[src/rtl/aes_enc_out_collector_if.sv]
// ---------------------------------------------------------------------------
// aes_enc_out_collector_if
//
// Word-stream handshake bundle between the AES output collector and its sink.
//
// Signals:
//   m_data   WORD bits  current output word (collector -> sink)
//   m_valid  1 bit      m_data is valid        (collector -> sink)
//   m_last   1 bit      final word of a block  (collector -> sink)
//   m_ready  1 bit      sink accepts the word  (sink -> collector)
//
// Modports:
//   master  used by the collector (drives data/valid/last, samples ready)
//   slave   used by the sink      (samples data/valid/last, drives ready)
// ---------------------------------------------------------------------------
interface aes_enc_out_collector_if #(
    parameter int WORD = 32
) ();
    logic [WORD-1:0] m_data;
    logic            m_valid;
    logic            m_last;
    logic            m_ready;

    modport master (
        output m_data,
        output m_valid,
        output m_last,
        input  m_ready
    );

    modport slave (
        input  m_data,
        input  m_valid,
        input  m_last,
        output m_ready
    );
endinterface

[src/rtl/aes_enc_out_collector.sv]
// ---------------------------------------------------------------------------
// aes_enc_out_collector
//
// Output stage behind the pipelined AES-128 encryptor. The encryptor's
// per-block enable is tracked through a LATENCY-deep delay line; when the
// delayed enable pops out, the finished ciphertext on ct_in is written into a
// small block FIFO. The FIFO head is streamed out MSW first as WORD-bit words
// over a valid/ready handshake, with m_last marking the final word.
//
// Parameters:
//   BLOCK_LENGTH  ciphertext width (multiple of WORD)
//   WORD          output word width
//   LATENCY       enable-to-ciphertext delay of the encryptor (>= 1)
//   DEPTH         FIFO depth in blocks (power of 2, >= 2)
//
// Ports:
//   clk         clock
//   rst         asynchronous active-low reset
//   enable_in   encryptor enable; 1 = a block enters the encryptor this cycle
//   ct_in       final-round ciphertext from the encryptor
//   m_if        word stream (master modport): m_data, m_valid, m_last, m_ready
//   fifo_level  blocks stored, including the one being streamed
//   err         sticky overflow flag
//
// Build option:
//   AES_OUT_ERR_EN  when defined, err latches high on the first dropped block
//                   until reset; otherwise err is tied low. Blocks that arrive
//                   into a full FIFO are dropped in both builds.
// ---------------------------------------------------------------------------
module aes_enc_out_collector #(
    parameter int BLOCK_LENGTH = 128,
    parameter int WORD         = 32,
    parameter int LATENCY      = 11,
    parameter int DEPTH        = 4
) (
    input  logic                      clk,
    input  logic                      rst,
    input  logic                      enable_in,
    input  logic [BLOCK_LENGTH-1:0]   ct_in,
    aes_enc_out_collector_if.master   m_if,
    output logic [$clog2(DEPTH):0]    fifo_level,
    output logic                      err
);

    localparam int NWORDS = BLOCK_LENGTH / WORD;
    localparam int IDX_W  = (NWORDS > 1) ? $clog2(NWORDS) : 1;
    localparam int PTR_W  = $clog2(DEPTH);
    localparam int CNT_W  = PTR_W + 1;

    localparam logic [IDX_W-1:0] LAST_IDX  = IDX_W'(NWORDS - 1);
    localparam logic [CNT_W-1:0] DEPTH_CNT = CNT_W'(DEPTH);

    logic [LATENCY-1:0]      vld;
    logic                    cap;
    logic [BLOCK_LENGTH-1:0] mem [DEPTH];
    logic [PTR_W-1:0]        wr_ptr;
    logic [PTR_W-1:0]        rd_ptr;
    logic [CNT_W-1:0]        count;
    logic [IDX_W-1:0]        idx;
    logic [BLOCK_LENGTH-1:0] head;
    logic [WORD-1:0]         word;
    logic                    valid;
    logic                    last;
    logic                    xfer;
    logic                    pop;
    logic                    wr_en;

    // Delay line mirroring the encryptor pipeline: a bit entering at vld[0]
    // reaches the tap exactly when its ciphertext is on ct_in.
    always_ff @(posedge clk or negedge rst) begin
        if (!rst) begin
            vld <= '0;
        end else begin
            vld[0] <= enable_in;
            for (int i = 1; i < LATENCY; i++) begin
                vld[i] <= vld[i-1];
            end
        end
    end

    assign cap = vld[LATENCY-1];

    // Handshake decode. A pop happens only when the head's last word moves.
    assign valid = (count != '0);
    assign last  = valid && (idx == LAST_IDX);
    assign xfer  = valid && m_if.m_ready;
    assign pop   = xfer && last;

    // A full FIFO still takes a new block when the head leaves in the same
    // cycle; the write then lands in the slot being vacated (wr_ptr == rd_ptr).
    assign wr_en = cap && ((count < DEPTH_CNT) || pop);

    // Storage is reset so the idle output word reads as zero out of reset.
    always_ff @(posedge clk or negedge rst) begin
        if (!rst) begin
            for (int i = 0; i < DEPTH; i++) begin
                mem[i] <= '0;
            end
        end else if (wr_en) begin
            mem[wr_ptr] <= ct_in;
        end
    end

    // Pointers wrap naturally because DEPTH is a power of two.
    always_ff @(posedge clk or negedge rst) begin
        if (!rst) begin
            wr_ptr <= '0;
            rd_ptr <= '0;
            count  <= '0;
        end else begin
            if (wr_en) begin
                wr_ptr <= wr_ptr + 1'b1;
            end
            if (pop) begin
                rd_ptr <= rd_ptr + 1'b1;
            end
            case ({wr_en, pop})
                2'b10:   count <= count + 1'b1;
                2'b01:   count <= count - 1'b1;
                default: count <= count;
            endcase
        end
    end

    // Word index over the head block; returns to 0 when the block is popped,
    // so an empty FIFO always leaves idx at 0.
    always_ff @(posedge clk or negedge rst) begin
        if (!rst) begin
            idx <= '0;
        end else if (pop) begin
            idx <= '0;
        end else if (xfer) begin
            idx <= idx + 1'b1;
        end
    end

    assign head = mem[rd_ptr];

    // Word 0 is the most significant slice of the block.
    always_comb begin
        word = '0;
        for (int i = 0; i < NWORDS; i++) begin
            if (idx == IDX_W'(i)) begin
                word = head[BLOCK_LENGTH-1-i*WORD -: WORD];
            end
        end
    end

    assign m_if.m_data  = word;
    assign m_if.m_valid = valid;
    assign m_if.m_last  = last;
    assign fifo_level   = count;

`ifdef AES_OUT_ERR_EN
    logic drop;

    assign drop = cap && !wr_en;

    // Sticky: only reset clears it.
    always_ff @(posedge clk or negedge rst) begin
        if (!rst) begin
            err <= 1'b0;
        end else if (drop) begin
            err <= 1'b1;
        end
    end
`else
    assign err = 1'b0;
`endif

endmodule
[src/flat_wrapper.sv]
// flat-port wrapper written by rule: the top's interface ports become plain ports
module aes_enc_out_collector_flat 
#(
    parameter int BLOCK_LENGTH = 128,
    parameter int WORD         = 32,
    parameter int LATENCY      = 11,
    parameter int DEPTH        = 4
)
  (clk, rst, enable_in, ct_in, fifo_level, err, m_if_m_data, m_if_m_valid, m_if_m_last, m_if_m_ready);
  aes_enc_out_collector_if #(.WORD(WORD)) m_if_i ();
  input  logic clk;
  input  logic rst;
  input  logic enable_in;
  input  logic [BLOCK_LENGTH-1:0] ct_in;
  output logic [$clog2(DEPTH):0] fifo_level;
  output logic err;
  output wire logic [$bits(m_if_i.m_data)-1:0] m_if_m_data;
  output wire logic [$bits(m_if_i.m_valid)-1:0] m_if_m_valid;
  output wire logic [$bits(m_if_i.m_last)-1:0] m_if_m_last;
  input wire logic [$bits(m_if_i.m_ready)-1:0] m_if_m_ready;
  assign m_if_m_data = m_if_i.m_data;
  assign m_if_m_valid = m_if_i.m_valid;
  assign m_if_m_last = m_if_i.m_last;
  assign m_if_i.m_ready = m_if_m_ready;
  aes_enc_out_collector #(.BLOCK_LENGTH(BLOCK_LENGTH), .WORD(WORD), .LATENCY(LATENCY), .DEPTH(DEPTH)) u_core (.clk(clk), .rst(rst), .enable_in(enable_in), .ct_in(ct_in), .m_if(m_if_i), .fifo_level(fifo_level), .err(err));
endmodule
[config.mk]
export PLATFORM = sky130hd
export DESIGN_NAME = aes_enc_out_collector_flat
export DESIGN_NICKNAME = d
export VERILOG_FILES = /design/src/rtl/aes_enc_out_collector_if.sv /design/src/rtl/aes_enc_out_collector.sv /design/src/flat_wrapper.sv
export SDC_FILE = /design/constraint.sdc
export NUM_CORES = 1
export LEC_CHECK = 0
export BUFFER_PORTS_ARGS = -buffer_cell sky130_fd_sc_hd__buf_2
export CAP_MARGIN = 20
export CORE_ASPECT_RATIO = 0.75
export CORE_MARGIN = 5
export CORE_UTILIZATION = 60
export DETAILED_ROUTE_END_ITERATION = 8
export PLACE_DENSITY = 0.89
export SYNTH_ARGS = -nofsm -noshare
export SYNTH_HDL_FRONTEND = slang
export SYNTH_SLANG_ARGS = --single-unit
[constraint.sdc]
create_clock -name clk -period 7.05 [get_ports clk]
set_clock_uncertainty 0.1 [all_clocks]
set_input_delay 0.3525 -clock clk [delete_from_list [all_inputs] [get_ports clk]]
set_output_delay 0.3525 -clock clk [all_outputs]
set_load 0.01 [all_outputs]
After elaboration in Yosys (flattened, before gate mapping)
Index checks and enable logic that the tools add are counted.
W data, S select, Z words.
Storage, ports and cells
  register bits: 532
  bits in latches: 0
  bits in writable memories: 0
  ROM bits: 0
  bits of input ports: 132
  output and inout port bits: 38
  word-level logic and storage cells: 48
  memories kept: 0
Cells by class
  add/subtract/negate cells: 5
  multiply operators: 0
  divide/modulo/power cells: 0
  order comparisons: 4
  equal/unequal tests: 5
  shift-type cells: 0
  mux-type cells: 13
  bitwise logic cells: 2
  reductions and logical operators: 10
Operators by type and width (count)
  $bwmux W512: 1
  $mux W128: 3
  $bmux W128 S2: 1
  $demux W128 S2: 1
  $mux W32: 4
  $add A2 B1 Y2 const B: 3
  $eq A2 B2 Y1 const B: 3
  $ge A3 B3 Y1 const B: 2
  $not A2 Y3: 2
  $pmux W3 S2: 1
  $logic_and A1 B1 Y1: 5
  $eq A2 B1 Y1 const B: 2
  $mux W2: 2
  $reduce_bool A2 Y1: 2
  $add A3 B1 Y3 const B: 1
  $lt A3 B1 Y1 const B: 1
  $lt A3 B3 Y1 const B: 1
  $reduce_bool A3 Y1: 1
  $sub A3 B1 Y3 const B: 1
  $logic_not A2 Y1: 1
  $logic_or A1 B1 Y1: 1

Longest topological paths before layout
  word-level depth: 8
  mapped depth: 10
  gate-level depth less buffers: 9

Least setup slack after synthesis
OpenSTA, ideal clock, no wires.
  path kind: reg-to-reg
  start point: register u_core.idx[0]
  end point: register u_core.count[2] (netlist: u_core.fifo_level[2])
  setup time: 136 ps
  arrival: 2224 ps
  required time: 6814 ps
  setup slack: 4590 ps
  stages on the path, launching flop included: 11
  path buffers: 1
  clock period less this slack: 2460 ps
  cells stage by stage: dfrtp_1 > ha_1 > and2_4 > buf_12 > o21ai_0 > ha_1 > inv_1 > fa_1 > xor2_1 > nor2_1 > xnor2_1
On the way
  word-level cells in the longest chain between the ends: 7
  elaborated cells on any way between the ends: 9
  classes of those cells: 3 x eq/ne; 1 x mux; 5 x reduce/logical
RTL lines
  start, declared: line aes_enc_out_collector.sv:59  | logic [IDX_W-1:0] idx;
  start signal, assigned: line aes_enc_out_collector.sv:133  | idx <= idx + 1'b1;
  $eq A2 B2 Y1 *: line aes_enc_out_collector.sv:85  | assign last = valid && (idx == LAST_IDX);
  $logic_and A1 B1 Y1 *: line aes_enc_out_collector.sv:85
  $logic_and A1 B1 Y1 *: line aes_enc_out_collector.sv:87  | assign pop = xfer && last;
  $logic_or A1 B1 Y1: line aes_enc_out_collector.sv:91  | assign wr_en = cap && ((count < DEPTH_CNT) || pop);
  $logic_and A1 B1 Y1: line aes_enc_out_collector.sv:91
  $eq A2 B1 Y1 or $eq A2 B2 Y1 (tied branches): line aes_enc_out_collector.sv:117  | case ({wr_en, pop})
  $pmux W3 S2 or $reduce_bool A2 Y1 (tied branches)
  end signal, assigned: line aes_enc_out_collector.sv:118  | 2'b10: count <= count + 1'b1;
  end signal, assigned: line aes_enc_out_collector.sv:119  | 2'b01: count <= count - 1'b1;
  end signal, assigned: line aes_enc_out_collector.sv:120  | default: count <= count;
  end, declared: line aes_enc_out_collector.sv:58  | logic [CNT_W-1:0] count;
Every way passes the cells marked *; elsewhere a longest branch is shown, timed or not.
A chain may end at the register's enable or synchronous reset.

Final worst setup path
  start point: register u_core.idx[1]
  end point: output m_if_m_data[9]
On the way
  word-level cells in the longest chain between the ends: 5
  elaborated cells on any way between the ends: 8
  classes of those cells: 3 x eq/ne; 4 x mux; 1 x reduce/logical
RTL lines
  $logic_not A2 Y1: line aes_enc_out_collector.sv:143  | if (idx == IDX_W'(i)) begin
  $mux W32 (3 in series): line aes_enc_out_collector.sv:143
  $mux W32 *: line aes_enc_out_collector.sv:143
  end, declared: line flat_wrapper.sv:17  | output wire logic [$bits(m_if_i.m_data)-1:0] m_if_m_data;
Marked as above.

==> flow_summary.ini <==
[status]
outcome = finished clean

[pwr]
p_sw_share_pct = 33.65
p_int_uw = 10340
share_seq_of_total_power_pct = 36.6
power.leakage_uw = 0.01461
combinational_power_share_pct = 44.1
power_frac_clock_pct = 19.3
power.density_mw_per_mm2 = 515.6
worst_ir_drop_vdd_uv = 472.6
switching_power_uw = 5243

[placed_design]
gpl.final_weighted_congestion = 0.8428
placement.io_buffers = 168
place_area_mm2 = 0.02703
numPlacedInstances = 2248
dpl.hpwl_um = 38700

[routing]
drt-vias-per-instance = 6.311
vias = 15680
postRouteAntennaNets = 0
first_pass_iters = 7
routed_wirelength_um = 67150
drt-initial-drc-count = 1487
drc_errors = 0
route.detailed.wl_per_inst_um = 27.02

[synth]
synth_most_common_cell = sky130_fd_sc_hd__dfrtp_1
synthesis.instances = 1604
largest_area_contributor_in_the_synthesized_netlist = sky130_fd_sc_hd__dfrtp_1
postSynthAreaPerCell_um2 = 16.58
syn_area_mm2 = 0.02659
synth.yosys.seq_area_share_pct = 50.06
yosys.area.top_type_share_pct = 50.06
synth-main-ff-cell = sky130_fd_sc_hd__dfrtp_1
asyncSetResetFlopFracSynth_pct = 100.0
total_nets_after_synthesis = 1746
synth_enable_flop_cells = 0
post_synth_main_area_contributors = sky130_fd_sc_hd__dfrtp_1 50%, sky130_fd_sc_hd__mux2_4 27%, sky130_fd_sc_hd__mux4_2 5.5%
ys_warn_count = 0
synth_cell_types = 37
yosys_register_bits = 532
yosys-top-cells-count = 532 x sky130_fd_sc_hd__dfrtp_1, 480 x sky130_fd_sc_hd__mux2_4, 99 x sky130_fd_sc_hd__mux2_2

[cells_and_area]
post_layout_nonfiller_instances = 2485
synthToLayoutAreaGrowth_pct = 13.64
fill_cell_total_of_the_finished_layout = 2624
utilization_pct = 69.30
postLayoutCellArea_mm2 = 0.03022
number_of_nets_in_the_layout = 1997
layout-drive-gt1-share_pct = 49.89

[run]
max_cap_viol_count = 0

[floorplanning]
placement_row_count = 66
floorplan.io_pins = 170
floorplan.core_area_mm2 = 0.04360
floorplan.die_area_mm2 = 0.04867
die_y_um = 192.3
floorplan.die.width_um = 253.1
floorplan.initialDensity_pct = 60.99

[worst_setup_path]
critical_path.slowest_cell = sky130_fd_sc_hd__and2_1
timing.critical_path.fanout_max = 73
criticalPathCategory = register to output port
critical_path_arrival_ns = 4.29
critical_path.endpoint_type = output port
worst_path_most_repeated_cell = sky130_fd_sc_hd__buf_4
cp-start-kind = register
cp.required_ns = 6.60
cells_along_the_critical_path = inv_1 > ha_2 > buf_4 > and2_1 > buf_4 > a221oi_1 > a31oi_1 > buf_2
critPathMaxStageDelay_ns = 0.68

[hold_path]
worstHoldPathType = input port to register

[timing]
timing.final.setup_violations = 0
fmax_mhz = 210.9
unrepaired_setup_endpoints_after_global_routing = false
layout_worst_path_cycle_share_pct = 67.25
timing.final.max_slew_violations = 0
slew_of_the_pin_with_the_lowest_slew_margin_ns = 1.107
finalWorstPathRequiredPeriod_ns = 4.741
totalNegativeSetupSlack_ns = 0
report.final.hold_viol_count = 0
timing.max_slew.rel_slack_pct = 26.19

[global_routing]
grt_overflow = 0
antenna_violations_before_repair = 20
grt_first_pass_wirelength_um = 105100
pin_count_of_the_biggest_net_entering_global_routing = 190
first_global_vias = 17290
grt_usage_pct = 27.52

[clock_tree]
clk_lat_worst_skew_ns = 0.60
post_cts_resize_count = 0
cts_made_buffers = 52
clock_sinks = 532
worst_setup_hold_path_clk_slew_ns = 0.07
max-clock-path-buffers = 3
cts-htree-levels = 2
cts_root_buffer = sky130_fd_sc_hd__clkbuf_16
postCtsSetupBuffers = 0
cts_tree = done
==> layer usage <==
layer,GRT usage (%),up-vias,wire (um)
met4,8.281,24,1853
li1,-,6462,-
met1,38.61,8330,28570
met2,42.16,686,30930
met3,8.165,182,5660
met5,0,-,146
==> sequential cells by signal, summed over array words and instances (netlist names) <==
signal and flops:
u_core.mem 512, u_core.vld 11, u_core.fifo_level 3, u_core.idx 2, u_core.rd_ptr 2, u_core.wr_ptr 2
==> cell families after synthesis <==
group / synth area share [%]
AO/OA/AOI/OAI: 4.903
XOR/XNOR: 0.1976
adder cells (fa/ha/maj): 0.4988
buffers and inverters: 5.364
flip-flops: 50.06
multiplexers: 36.80
other: 0.01410
AND/OR/NAND/NOR: 2.160
==> worst paths after layout <==
path                       slack (ns)              end  cells past startpoint           from
setup / recovery                 2.31   m_if_m_data[9]                      8  u_core.idx[1]
hold / removal                   0.05    u_core.idx[1]                      3   m_if_m_ready
setup reg to reg                 3.63  u_core.mem[127]                      5  u_core.idx[0]
hold reg to reg                  0.25    u_core.vld[1]                      0  u_core.vld[0]
max in group asynchronous        4.83  u_core.mem[331]                      3            rst
min in group asynchronous        0.39  u_core.mem[100]                      2            rst
==> cell usage in the layout, fill, tap and decap left out, drive strengths merged, types with 7 or more instances in the layout <==
cell         count
clkbuf          77
a221o           31
nand2           64
dfrtp          532
mux4            65
nand3b          31
a221oi          32
bufinv           7
dlygate4sd3    130
inv             10
clkinv          11
buf            195
ha               9
mux2           579
diode            9
o22ai           31
a21oi           32
a31oi           31
==> per-stage QoR <==
| stage | hold WS [ns] | total power [uW] | worst slack, ns |
|---|---|---|---|
| 2_1_floorplan | -0.04309 | 10690 | 4.590 |
| 3_3_place_gp | 0.2322 | 11890 | 3.234 |
| 3_5_place_dp | 0.2356 | 12210 | 3.133 |
| 4_1_cts | 0.01983 | 15400 | 2.443 |
| 5_1_grt | 0.04501 | 16210 | 2.125 |
| 6_report | 0.05491 | 15580 | 2.309 |
==> worst max-delay path: cells and delay by family (launching register included) <==
kind / cells / cell delay, ns
compound gates: 2 / 0.56
flops: 1 / 0.41
simple gates: 1 / 0.68
buf+inv: 4 / 1.44
fa+ha+maj: 1 / 0.49
==> cell type report <==
type                            count  area, um^2  area share (%)
Antenna cell                        9       22.52         0.07453
Clock buffer                       77        1545           5.114
Clock inverter                     20       292.8          0.9689
Inverter                            9       33.78          0.1118
Multi-Input combinational cell    935       11860           39.23
Sequential cell                   532       13320           44.08
Tap cell                          578       723.2           2.393
Timing Repair Buffer              325        2425           8.025
==> power groups by stage <==
stage	clock network (uW)	registers, uW	logic [uW]
detailed placement	0	5600	6620
global placement	0	5470	6420
floorplan	0	5170	5530
global route	3160	5840	7210
CTS	3020	5620	6770
finish	3010	5700	6870
==> what timing repair did <==
| action | CTS | global route |
|---|---|---|
| endpoints found under the hold margin | 641 | 0 |
| endpoints found under the setup margin | 0 | 0 |
| hold buffers | 130 | 0 |
Note: power is estimated with default switching activity, not from simulation.
